File: config.mk
export PLATFORM = sky130hd
export DESIGN_NAME = uart_byte_rx
export DESIGN_NICKNAME = d
export VERILOG_FILES = /design/src/rtl/uart_pkg.sv /design/src/rtl/uart_rx_sync.sv /design/src/rtl/uart_byte_rx.sv
export SDC_FILE = /design/constraint.sdc
export NUM_CORES = 1
export LEC_CHECK = 0
export ABC_AREA = 1
export BUFFER_PORTS_ARGS = -buffer_cell sky130_fd_sc_hd__buf_4
export CELL_PAD_IN_SITES_DETAIL_PLACEMENT = 0
export CELL_PAD_IN_SITES_GLOBAL_PLACEMENT = 1
export CORE_MARGIN = 5
export CORE_UTILIZATION = 45
export CTS_BUF_LIST = sky130_fd_sc_hd__clkbuf_4 sky130_fd_sc_hd__clkbuf_8
export CTS_CLUSTER_DIAMETER = 30
export DETAILED_ROUTE_END_ITERATION = 16
export GPL_TIMING_DRIVEN = 0
export PLACE_DENSITY = 0.83
export RECOVER_POWER = 25
export SYNTH_ARGS = -nofsm -noshare
export SYNTH_HDL_FRONTEND = slang
export SYNTH_HIERARCHICAL = 1
export SYNTH_SLANG_ARGS = --single-unit
export TNS_END_PERCENT = 20
File: constraint.sdc
create_clock -name clk -period 1.7 [get_ports clk]
set_clock_uncertainty 0.2 [all_clocks]
set_input_delay 0.34 -clock clk [delete_from_list [all_inputs] [get_ports clk]]
set_output_delay 0.34 -clock clk [all_outputs]
set_load 0.02 [all_outputs]
File: src/rtl/uart_pkg.sv
`default_nettype none
`timescale 1ns/1ps
// +--------------------------------------------------------------------------+
// | uart_pkg : shared UART types, line levels and baud constants              |
// | Revision : 1.0                                                            |
// +--------------------------------------------------------------------------+
package uart_pkg;

  localparam int DATA_W = 8;

  localparam logic STOP_LVL = 1'b1;
  localparam logic IDLE_LVL = 1'b1;

  // clk cycles per bit (and per half bit) at 9600 baud from 50 MHz
  localparam int BPS_9600      = 5208;
  localparam int BPS_9600_HALF = 2604;

  typedef enum logic [1:0] {
    IDLE  = 2'd0,
    START = 2'd1,
    DATA  = 2'd2,
    STOP  = 2'd3
  } rx_state_e;

endpackage : uart_pkg
`default_nettype wire

File: src/rtl/uart_rx_sync.sv
`default_nettype none
`timescale 1ns/1ps
// +--------------------------------------------------------------------------+
// | uart_rx_sync : 4-stage line synchronizer with glitch-filtered start edge  |
// | Revision     : 1.0                                                        |
// +--------------------------------------------------------------------------+
module uart_rx_sync
  import uart_pkg::*;
(
  input  logic clk,
  input  logic rst_n,
  input  logic rs232_rx,
  output logic rx_s,
  output logic neg_rx
);

  // sync_q[0] is rx0 (newest sample), sync_q[3] is rx3 (oldest)
  logic [3:0] sync_q;

  always_ff @(posedge clk or negedge rst_n) begin
    if (!rst_n) begin
      sync_q <= {4{IDLE_LVL}};
    end else begin
      sync_q <= {sync_q[2:0], rs232_rx};
    end
  end

  assign rx_s   = sync_q[1];
  assign neg_rx = sync_q[3] & sync_q[2] & ~sync_q[1] & ~sync_q[0];

endmodule : uart_rx_sync
`default_nettype wire

File: src/rtl/uart_byte_rx.sv
`default_nettype none
`timescale 1ns/1ps
// +--------------------------------------------------------------------------+
// | uart_byte_rx : 8N1 receiver driven by bit-centre strobes from baud gen    |
// | Revision     : 1.0                                                        |
// +--------------------------------------------------------------------------+
module uart_byte_rx #(
  parameter int DATA_W = uart_pkg::DATA_W
) (
  input  logic              clk,
  input  logic              rst_n,
  input  logic              rs232_rx,
  input  logic              clk_bps,
  output logic              bps_start,
  output logic [DATA_W-1:0] rx_data,
  output logic              rx_int,
  output logic              frame_err
);

  import uart_pkg::*;

  localparam int CNT_W = $clog2(DATA_W + 1);
  localparam logic [CNT_W-1:0] LAST_BIT = CNT_W'(DATA_W - 1);

  logic rx_s;
  logic neg_rx;

  uart_rx_sync u_sync (
    .clk      (clk),
    .rst_n    (rst_n),
    .rs232_rx (rs232_rx),
    .rx_s     (rx_s),
    .neg_rx   (neg_rx)
  );

  rx_state_e         state_q;
  logic              bps_start_q;
  logic              rx_int_q;
  logic              frame_err_q;
  logic [DATA_W-1:0] rx_data_q;
  logic [DATA_W-1:0] shift_q;
  logic [CNT_W-1:0]  cnt_q;

  always_ff @(posedge clk or negedge rst_n) begin
    if (!rst_n) begin
      state_q     <= IDLE;
      bps_start_q <= 1'b0;
      rx_int_q    <= 1'b0;
      frame_err_q <= 1'b0;
      rx_data_q   <= '0;
      shift_q     <= '0;
      cnt_q       <= '0;
    end else begin
      case (state_q)
        IDLE: begin
          if (neg_rx) begin
            bps_start_q <= 1'b1;
            state_q     <= START;
          end
        end
        START: begin
          if (clk_bps) begin
            if (!rx_s) begin
              rx_int_q <= 1'b1;
              cnt_q    <= '0;
              state_q  <= DATA;
            end else begin
              bps_start_q <= 1'b0;
              state_q     <= IDLE;
            end
          end
        end
        DATA: begin
          if (clk_bps) begin
            // LSB arrives first, so shift in from the top
            shift_q <= {rx_s, shift_q[DATA_W-1:1]};
            cnt_q   <= cnt_q + CNT_W'(1);
            if (cnt_q == LAST_BIT) begin
              state_q <= STOP;
            end
          end
        end
        STOP: begin
          if (clk_bps) begin
            if (rx_s == STOP_LVL) begin
              rx_data_q   <= shift_q;
              frame_err_q <= 1'b0;
            end else begin
              frame_err_q <= 1'b1;
            end
            rx_int_q    <= 1'b0;
            bps_start_q <= 1'b0;
            state_q     <= IDLE;
          end
        end
        default: begin
          state_q <= IDLE;
        end
      endcase
    end
  end

  assign bps_start = bps_start_q;
  assign rx_int    = rx_int_q;
  assign rx_data   = rx_data_q;
  assign frame_err = frame_err_q;

endmodule : uart_byte_rx
`default_nettype wire

==> impl_metrics.env <==
export IMPL_total_power_mw=2.458
export IMPL_synth_seq_cells=29
export IMPL_setup_viol=0
export IMPL_share_comb_of_total_power_pct=34.5
export IMPL_syn_inst=130
export IMPL_floorplan_initialDensity_pct=45.84
export IMPL_p_int_mw=1.540
export IMPL_synth_edf_count=0
export IMPL_clk_pin_slew_ps=90
export IMPL_antenna_left=0
export IMPL_hp_start="clk_bps"
export IMPL_avgSynthCellArea_sq_um=9.557
export IMPL_rsz0062_at_grt="no"
export IMPL_first_pass_iters=4
export IMPL_worstPathRequired_ps=1710
export IMPL_seqCellArea_sq_um=730.7
export IMPL_yosysUniqueCellTypes=23
export IMPL_grt_pass1_vias=889
export IMPL_wl_met1_um=1025
export IMPL_yosysWarnings=6
export IMPL_cap_violations=0
export IMPL_routed_wl_um=2091
export IMPL_clock_sinks=29
export IMPL_wl_met3_um=141
export IMPL_grt_use_total_pct=12.80
export IMPL_synth_top_area_share_pct=50.35
export IMPL_drc=0
export IMPL_grt_max_degree=30
export IMPL_path_class="reg2reg"
export IMPL_tightest_slew_ps=694.5
export IMPL_p_switching_mw=0.9180
export IMPL_synth_commonest_cells="nand2_1, dfrtp_1, inv_1"
export IMPL_hp_class="in2reg"
export IMPL_status="completed"
export IMPL_topRoutingLayerUsed="met4"
export IMPL_fin_crit_sh_pct=86.51
export IMPL_fin_area_sq_um=1474
export IMPL_hold_viol=0
export IMPL_fin_crit_ps=1471
export IMPL_place_area_sq_um=1386
export IMPL_swShare_pct=37.35
export IMPL_vdd_drop_max_uv=991.6
export IMPL_gr_total_overflow=0
export IMPL_numCtsBuffers=5
export IMPL_coreArea_sq_um=2710
export IMPL_htree_levels=2
export IMPL_dp_worst_setup_slack_ps=284.1
export IMPL_chipHeight_um=62.55
export IMPL_antenna_found_initial=0
export IMPL_drive_gt1_share_pct=26.62
export IMPL_synthToLayoutAreaGrowth_pct=18.63
export IMPL_n_fill_cell=263
export IMPL_ys_seq_area_share_pct=58.81
export IMPL_vias=877
export IMPL_fp_dieArea_sq_um=3912
export IMPL_synth_main_ff_cell="dfrtp_1"
export IMPL_max_slew_margin_pct=53.70
export IMPL_io_buffer_count=14
export IMPL_wl_per_cell_um=11.30
export IMPL_cp_max_fo=10
export IMPL_drt_iter0_drc=50
export IMPL_p_seq_share_pct=46.4
export IMPL_layout_setup_ws_ps=229.3
export IMPL_power_leakage_nw=0.7854
export IMPL_arrival_ps=1480
export IMPL_multiInputGateArea_sq_um=427.9
export IMPL_num_antenna_cells=0
export IMPL_clockRootBuffer="clkbuf_4"
export IMPL_clock_fmax_mhz=680.0
export IMPL_die_w_um=62.55
export IMPL_synth_top_cells_by_area="dfrtp_1, nand2_1, dfstp_2"
export IMPL_rr_startpoint="u_sync/sync_q[1]$_DFF_PN1_"
export IMPL_synth_largest_area_cell="dfrtp_1"
export IMPL_async_flop_share_pct=100.0
export IMPL_num_rows=19
export IMPL_clkLatencyLatePin_ps=320
export IMPL_cts_tree="yes"
export IMPL_ioPinCount=15
export IMPL_route_met2_wl_um=889
export IMPL_syn_cell_area_sq_um=1242
export IMPL_syn_nets=135
export IMPL_hpwl_um=1516
export IMPL_place_congestion=0.7559
export IMPL_layout_nets=158
export IMPL_crit_path_start="u_sync/sync_q[1]$_DFF_PN1_"
export IMPL_end_kind="register"
export IMPL_yosysMostFrequentCell="nand2_1"
export IMPL_grt_pass1_wl_um=3995
export IMPL_powerDensity_nw_per_um2=1668
export IMPL_setup_tns_final_ps=0
export IMPL_viasPerCell=4.741
export IMPL_fin_util_pct=54.39
export IMPL_finalMaxSlewViolations=0
export IMPL_crit_path_start_kind="register"
export IMPL_pwr_share_clk_pct=19.1
export IMPL_cts_root_to_sink_buffers=2
==> worst paths after layout <==
| path | end | slack [ps] | cells past startpoint |
|---|---|---|---|
| hold / removal | state_q[0]$_DFFE_PN0P_ | 130 | 4 |
| min in group asynchronous | rx_data[0]$_DFFE_PN0P_ | 390 | 2 |
| setup reg to reg | register | 230 | 4 |
| max in group asynchronous | state_q[0]$_DFFE_PN0P_ | 470 | 2 |
| setup / recovery | register | 230 | 4 |
| hold reg to reg | u_sync/sync_q[3]$_DFF_PN1_ | 170 | 0 |
==> placed cells by master (no fill, tap or decap) <==
cell            n
dfstp_1         2
xor2_1          1
nand4_4         1
nand2_4         1
o21ai_0         5
dfstp_2         2
nand2_2         1
clkbuf_8        2
inv_1          12
buf_6           2
nor2_2          2
clkbuf_4        6
nand3_1         7
nand4_1         1
ha_1            1
buf_2           1
nand2_1        43
dlygate4sd3_1   2
dfrtp_1        25
o21ai_1         8
a21boi_1        1
nor2_1          3
nor2_4          1
inv_2           3
o211ai_1        1
or2_0           1
clkinv_2        1
clkbuf_2        1
o21ai_2         5
buf_4          12
==> cell type report <==
cell class              instances  share of cell area (%)
inverters                      15                   3.820
repair buffers                 16                   8.319
flip-flops and latches         29                   49.58
clock inverters                 1                  0.3396
well taps                      31                   2.632
plain buffers                   3                   1.868
clock buffers                   7                   4.414
multi-input cells              83                   29.03
==> power by group through the flow <==
| stage | registers, mW | clock network, mW | logic [mW] |
|---|---|---|---|
| 2_1_floorplan | 1.25 | 0 | 0.449 |
| 3_3_place_gp | 1.14 | 0 | 0.843 |
| 3_5_place_dp | 1.16 | 0 | 0.863 |
| 4_1_cts | 1.14 | 0.487 | 0.867 |
| 5_1_grt | 1.18 | 0.521 | 0.974 |
| 6_report | 1.14 | 0.469 | 0.848 |
==> timing repair <==
action	CTS	global route
setup buffers	0	0
endpoints found under the hold margin	26	0
resized for setup	0	0
hold buffers	2	0
==> routing by layer <==
metal  GRT usage [%]  up-vias
met3           7.014        5
met1           16.17      398
met4           5.040        0
met2           18.13       17
met5               0        -
li1                -      457
==> metrics by stage <==
stage | hold slack, ps | instances
detailed placement | 82.67 | 175
CTS | 112.3 | 185
global placement | 77.22 | 175
global route | 136.6 | 185
floorplan | -155.6 | 130
finish | 125.5 | 185
==> flip-flops by register name, summed over array words and instances, names as in the netlist, named ones only <==
signal	count
shift_q	8
state_q	1
cnt_q	4
bps_start	1
rx_data	8
u_sync/sync_q	4
frame_err	1
rx_int	1
==> cells by family (layout without fill, tap and decap cells) <==
logic type	after synthesis	after routing	share of synthesized area, %
AO/OA/AOI/OAI	20	20	9.970
buffers and inverters	18	42	6.746
XOR/XNOR	1	1	0.7051
adder cells (fa/ha/maj)	1	1	1.007
flip-flops	29	29	58.81
AND/OR/NAND/NOR	61	61	22.76
==> worst max-delay path, stage by stage (launching register included) <==
cell and delay (ps):
dfstp_1 610, inv_1 110, buf_2 210, nand4_4 140, o21ai_0 90
Note: power is estimated with default switching activity, not from simulation.
